[src/rtl/regfile_write_arbiter.sv]
// Register-file write-port arbiter. The writeback stage always owns the
// port. Long-latency (mul/div) results wait in a small FIFO and drain into
// idle port cycles. Younger pipeline writes kill older buffered results to
// the same register (WAW). A bubble is requested when the FIFO is full or
// its head has waited too long.
module regfile_write_arbiter #(
   parameter int DEPTH        = 4,
   parameter int STARVE_LIMIT = 8
) (
   input  logic        clk,
   input  logic        reset,
   input  logic        wb_regwrite_i,
   input  logic [4:0]  wb_addr_i,
   input  logic [31:0] wb_data_i,
   input  logic        lu_valid_i,
   input  logic [4:0]  lu_addr_i,
   input  logic [31:0] lu_data_i,
   output logic        lu_ready_o,
   output logic        rf_we_o,
   output logic [4:0]  rf_addr_o,
   output logic [31:0] rf_data_o,
   input  logic [4:0]  hz_addr_i,
   output logic        hz_pending_o,
   output logic        stall_o
);

   localparam int PW = $clog2(DEPTH);
   localparam int CW = PW + 1;
   localparam int SW = $clog2(STARVE_LIMIT + 1);

   logic [DEPTH-1:0] r_live;
   logic [4:0]       r_addr [DEPTH];
   logic [31:0]      r_data [DEPTH];
   logic [PW-1:0]    r_rd_ptr;
   logic [PW-1:0]    r_wr_ptr;
   logic [CW-1:0]    r_count;
   logic [SW-1:0]    r_starve;

   logic w_pipe_act;
   logic w_empty;
   logic w_full;
   logic w_lu_nz;
   logic w_pop;
   logic w_bypass;
   logic w_push;
   logic w_push_live;
   logic w_hz;

   // A write to x0 is architecturally a no-op, so it never claims the port.
   assign w_pipe_act  = wb_regwrite_i & (wb_addr_i != 5'd0);
   assign w_empty     = (r_count == '0);
   assign w_full      = (r_count == CW'(DEPTH));
   assign w_lu_nz     = (lu_addr_i != 5'd0);
   assign w_pop       = ~reset & ~w_pipe_act & ~w_empty;
   assign w_bypass    = ~reset & ~w_pipe_act & w_empty & lu_valid_i & w_lu_nz;
   assign lu_ready_o  = ~w_full | w_pop;
   assign w_push      = lu_valid_i & lu_ready_o & w_lu_nz & ~w_bypass;
   // An lu result arriving alongside a pipeline write to the same register
   // is already stale: the pipeline instruction is younger.
   assign w_push_live = ~(w_pipe_act & (wb_addr_i == lu_addr_i));
   assign stall_o     = w_full | (r_starve == SW'(STARVE_LIMIT));

   // Write-port mux: pipeline, then FIFO head, then lu bypass; silent in reset.
   always_comb begin
      rf_we_o   = 1'b0;
      rf_addr_o = 5'd0;
      rf_data_o = 32'd0;
      if (!reset) begin
         if (w_pipe_act) begin
            rf_we_o   = 1'b1;
            rf_addr_o = wb_addr_i;
            rf_data_o = wb_data_i;
         end else if (!w_empty) begin
            rf_we_o   = r_live[r_rd_ptr];
            rf_addr_o = r_addr[r_rd_ptr];
            rf_data_o = r_data[r_rd_ptr];
         end else if (w_bypass) begin
            rf_we_o   = 1'b1;
            rf_addr_o = lu_addr_i;
            rf_data_o = lu_data_i;
         end
      end
   end

   // Hazard lookup over live entries; live is cleared on pop so it implies occupied.
   always_comb begin
      w_hz = 1'b0;
      for (int i = 0; i < DEPTH; i++) begin
         if (r_live[i] && (r_addr[i] == hz_addr_i)) w_hz = 1'b1;
      end
      hz_pending_o = w_hz & (hz_addr_i != 5'd0);
   end

   // Control state: pointers, occupancy, live bits with WAW kill, starve timer.
   always_ff @(posedge clk) begin
      if (reset) begin
         r_live   <= '0;
         r_rd_ptr <= '0;
         r_wr_ptr <= '0;
         r_count  <= '0;
         r_starve <= '0;
      end else begin
         for (int i = 0; i < DEPTH; i++) begin
            if (w_pipe_act && (r_addr[i] == wb_addr_i)) r_live[i] <= 1'b0;
         end
         if (w_pop) begin
            r_live[r_rd_ptr] <= 1'b0;
            r_rd_ptr         <= r_rd_ptr + PW'(1);
         end
         // Push last: when full with pop+push the same slot is reused.
         if (w_push) begin
            r_live[r_wr_ptr] <= w_push_live;
            r_wr_ptr         <= r_wr_ptr + PW'(1);
         end
         case ({w_push, w_pop})
            2'b10:   r_count <= r_count + CW'(1);
            2'b01:   r_count <= r_count - CW'(1);
            default: r_count <= r_count;
         endcase
         if (w_empty || w_pop)                    r_starve <= '0;
         else if (r_starve != SW'(STARVE_LIMIT))  r_starve <= r_starve + SW'(1);
      end
   end

   // Payload storage; validity is tracked by r_live, so no reset needed.
   always_ff @(posedge clk) begin
      if (!reset && w_push) begin
         r_addr[r_wr_ptr] <= lu_addr_i;
         r_data[r_wr_ptr] <= lu_data_i;
      end
   end

endmodule

[config.mk]
export PLATFORM = sky130hd
export DESIGN_NAME = regfile_write_arbiter
export DESIGN_NICKNAME = d
export VERILOG_FILES = /design/src/rtl/regfile_write_arbiter.sv
export SDC_FILE = /design/constraint.sdc
export NUM_CORES = 1
export LEC_CHECK = 0
export ABC_AREA = 1
export CAP_MARGIN = 20
export CORE_AREA = 8 8 139 141
export DETAILED_ROUTE_END_ITERATION = 10
export DIE_AREA = 0 0 147 149
export GPL_TIMING_DRIVEN = 1
export PLACE_DENSITY = 0.75
export SYNTH_ARGS = -nofsm -noshare
export SYNTH_HDL_FRONTEND = slang
export SYNTH_SLANG_ARGS = --single-unit
[constraint.sdc]
create_clock -name clk -period 4.1 [get_ports clk]
set_clock_uncertainty 0.2 [all_clocks]
set_input_delay 1.025 -clock clk [delete_from_list [all_inputs] [get_ports clk]]
set_output_delay 1.025 -clock clk [all_outputs]
set_load 0.02 [all_outputs]
==> reports/results.ini <==
[timing]
setup_viol=0
final-hold-violation-count=0
max_freq_ghz=0.2502
drv_slew=0
slew_headroom_pct=57.16
setup_ws_ns=0.1030
finalCritPeriodShare_pct=97.49
finalCriticalPeriod_ns=3.997
tightest_slew_ns=0.6426
rsz0062_at_grt=no

[logic_synthesis]
muxShareOfSynthArea_pct=0
synthSimpleGateAreaFrac_pct=21.53
syn-instance-count=813
synth_xor_area_share_pct=3.095
yosysWarnings=0
synth-seq-cells=165
syn_avg_cell_area_um2=10.09
syn_nets=908
ys_types=39
synth_top_family_by_area=simple AND/OR/NAND/NOR gates
synthAdderAreaFrac_pct=1.921
synth_compound_area_share_pct=9.820
ys_seq_area_share_pct=58.31
syn_area_um2=8205

[final_layout]
stdcell_area_um2=10350
layout.cells.most_common_list=nand2_1, edfxtp_1, nand3_1
antenna_cells=0
final_common_cell=nand2_1
nets=1044
fin_util_pct=60.67
area_growth_syn_to_layout_pct=26.12
drive_above_1_share_pct=16.22

[drt]
num_vias=6422
routedWlPerCell_um=17.60
drtIter0Drc=507
viasPerCell=5.410
ant_nets=0
finalWirelength_um=20900
firstDrtPassIters=5
drc_errors=0

[worst_setup_path]
critPathMaxFanout=12
arrival_ns=2.77
reg2regPathDepth=13
cp-end-kind=output pin
cp-start-kind=input port
setup.worst_path.class=in -> out
regToRegEndpoint=r_count[2]
reg2reg_from=r_count[2]
crit_required_ns=2.87
r2r_slack_ns=1.61

[pwr]
cellPowerDensity_nw_per_um2=421.9
vdd_drop_max_mv=0.3121
leakage_nw=3.795

[hold_path]
min_to=r_count[2]
hold_class=reg -> reg
hold_path.startpoint=r_count[2]
holdPathStages=2

[floorplan]
die-area_um2=21900
die_w_um=147
start_util_pct=48.11
boundaryPins=124
core_um2=17060
rows=48
die_y_um=149

[clocking]
clk_pin_slew_worst_paths_ns=0.06
numCtsBuffers=17
cts-root-buf=clkbuf_16
clk_path_buf_depth=2
cts_sinks=165
cts_tree=built
h-tree-depth=4
cts-hold-fix-buffers=0
clk_latency_ns=0.42

[placement]
place_area_um2=9950
globalplace.congestion=0.9109
port_buffers=123
pre_cts_ws_ns=-0.3123
dp_hpwl_um=13950

[global_route]
grt_pass1_vias=6317
grt_usage_pct=19.31
grt_pass1_wl_um=33260
grt-ovfl-total=0
grt_max_degree=41
antenna_found_initial=0

[status]
outcome=complete, no violations

[run]
drv_cap=0

stage by stage:
| step | hold slack (ns) | TNS [ns] | total power (W) | cells |
|---|---|---|---|---|
| after global routing | 0.3590 | 0 | 0.004559 | 1187 |
| after global placement | 0.2873 | -7.717 | 0.002940 | 1155 |
| after CTS | 0.3023 | -0.01639 | 0.004408 | 1187 |
| final | 0.3048 | 0 | 0.004366 | 1187 |
| after detailed placement | 0.2929 | -8.780 | 0.002956 | 1155 |
| after floorplan | 0.2694 | 0 | 0.002549 | 813 |
worst max-delay path: stages:
cell and delay (ns):
clkdlybuf4s50_1 0.51, nor2_8 0.15, nand3_4 0.10, nand2_4 0.16, buf_4 0.21, o21ai_0 0.08, a31oi_1 0.14, dlygate4sd2_1 0.38
synth_stat cells, drive strengths merged:
master,count,share of area [%]
o21ai,55,3.4
a211oi,1,0.092
fa,1,0.24
nand2,224,11
nand4,8,0.61
xnor2,17,1.8
xor2,12,1.3
o22ai,6,0.46
clkbuf,26,1.2
a31oi,38,4.2
nand3,117,7.3
ha,11,1.7
o211ai,3,0.27
inv,35,1.6
a21boi,1,0.092
nor2,40,2.2
a21oi,20,1.4
dfxtp,17,4.1
buf,24,2.4
clkinv,2,0.15
edfxtp,148,54
nor3,6,0.43
or2,1,0.076
cells by family (layout without fill, tap and decap cells):
| kind of cell | after synthesis | in the layout |
|---|---|---|
| adder cells (fa/ha/maj) | 12 | 12 |
| AND/OR/NAND/NOR | 396 | 396 |
| XOR/XNOR | 29 | 29 |
| AO/OA/AOI/OAI | 124 | 124 |
| buffers and inverters | 87 | 236 |
| flip-flops | 165 | 165 |
how the worst max path moves through the flow:
stage / to / start / depth (start not counted) / slack [ns]
2_1_floorplan: r_addr[0][0] / wb_addr_i[3] / 8 / 0.08
3_3_place_gp: rf_data_o[25] / wb_addr_i[3] / 10 / -0.25
3_5_place_dp: rf_data_o[25] / wb_addr_i[3] / 10 / -0.31
4_1_cts: rf_data_o[25] / wb_addr_i[3] / 10 / -0.02
5_1_grt: rf_addr_o[2] / wb_addr_i[3] / 8 / 0.01
6_report: rf_addr_o[0] / wb_addr_i[2] / 8 / 0.10
layout make-up:
cell class                 count  area (um2)
fill                        1437        6708
sequential                   165        4786
multi-input combinational    561        3014
timing repair buffer         167        1559
clock buffer                  17       425.4
tap                          225       281.5
inverter                      37       143.9
clock inverter                15       138.9
state kept, by name (all words and copies together), names as in the netlist, named ones only:
register  cells
r_starve      4
r_data      128
r_wr_ptr      2
r_addr       20
r_count       3
r_rd_ptr      2
r_live        4
power breakdown:
group | total, W | switching (W) | internal (W)
Combinational | 0.000926 | 0.000584 | 0.000342
Clock | 0.00149 | 0.000689 | 0.000801
Sequential | 0.00195 | 0.0000500 | 0.00190
routing by layer:
| metal | track usage, % | vias up | share of wire (%) |
|---|---|---|---|
| li1 | - | 3127 | - |
| met4 | 7.343 | 0 | 1.8 |
| met1 | 23.34 | 3029 | 42 |
| met5 | 0 | - | 0 |
| met3 | 3.944 | 28 | 6.6 |
| met2 | 33.53 | 238 | 49 |
what timing repair did:
item                       in CTS  in global routing
gates resized for setup        46                 72
setup endpoints to repair      40                 33
gates cloned                    0                  0
buffers inserted                0                  0
No activity file was read; power rests on OpenSTA's default activity.
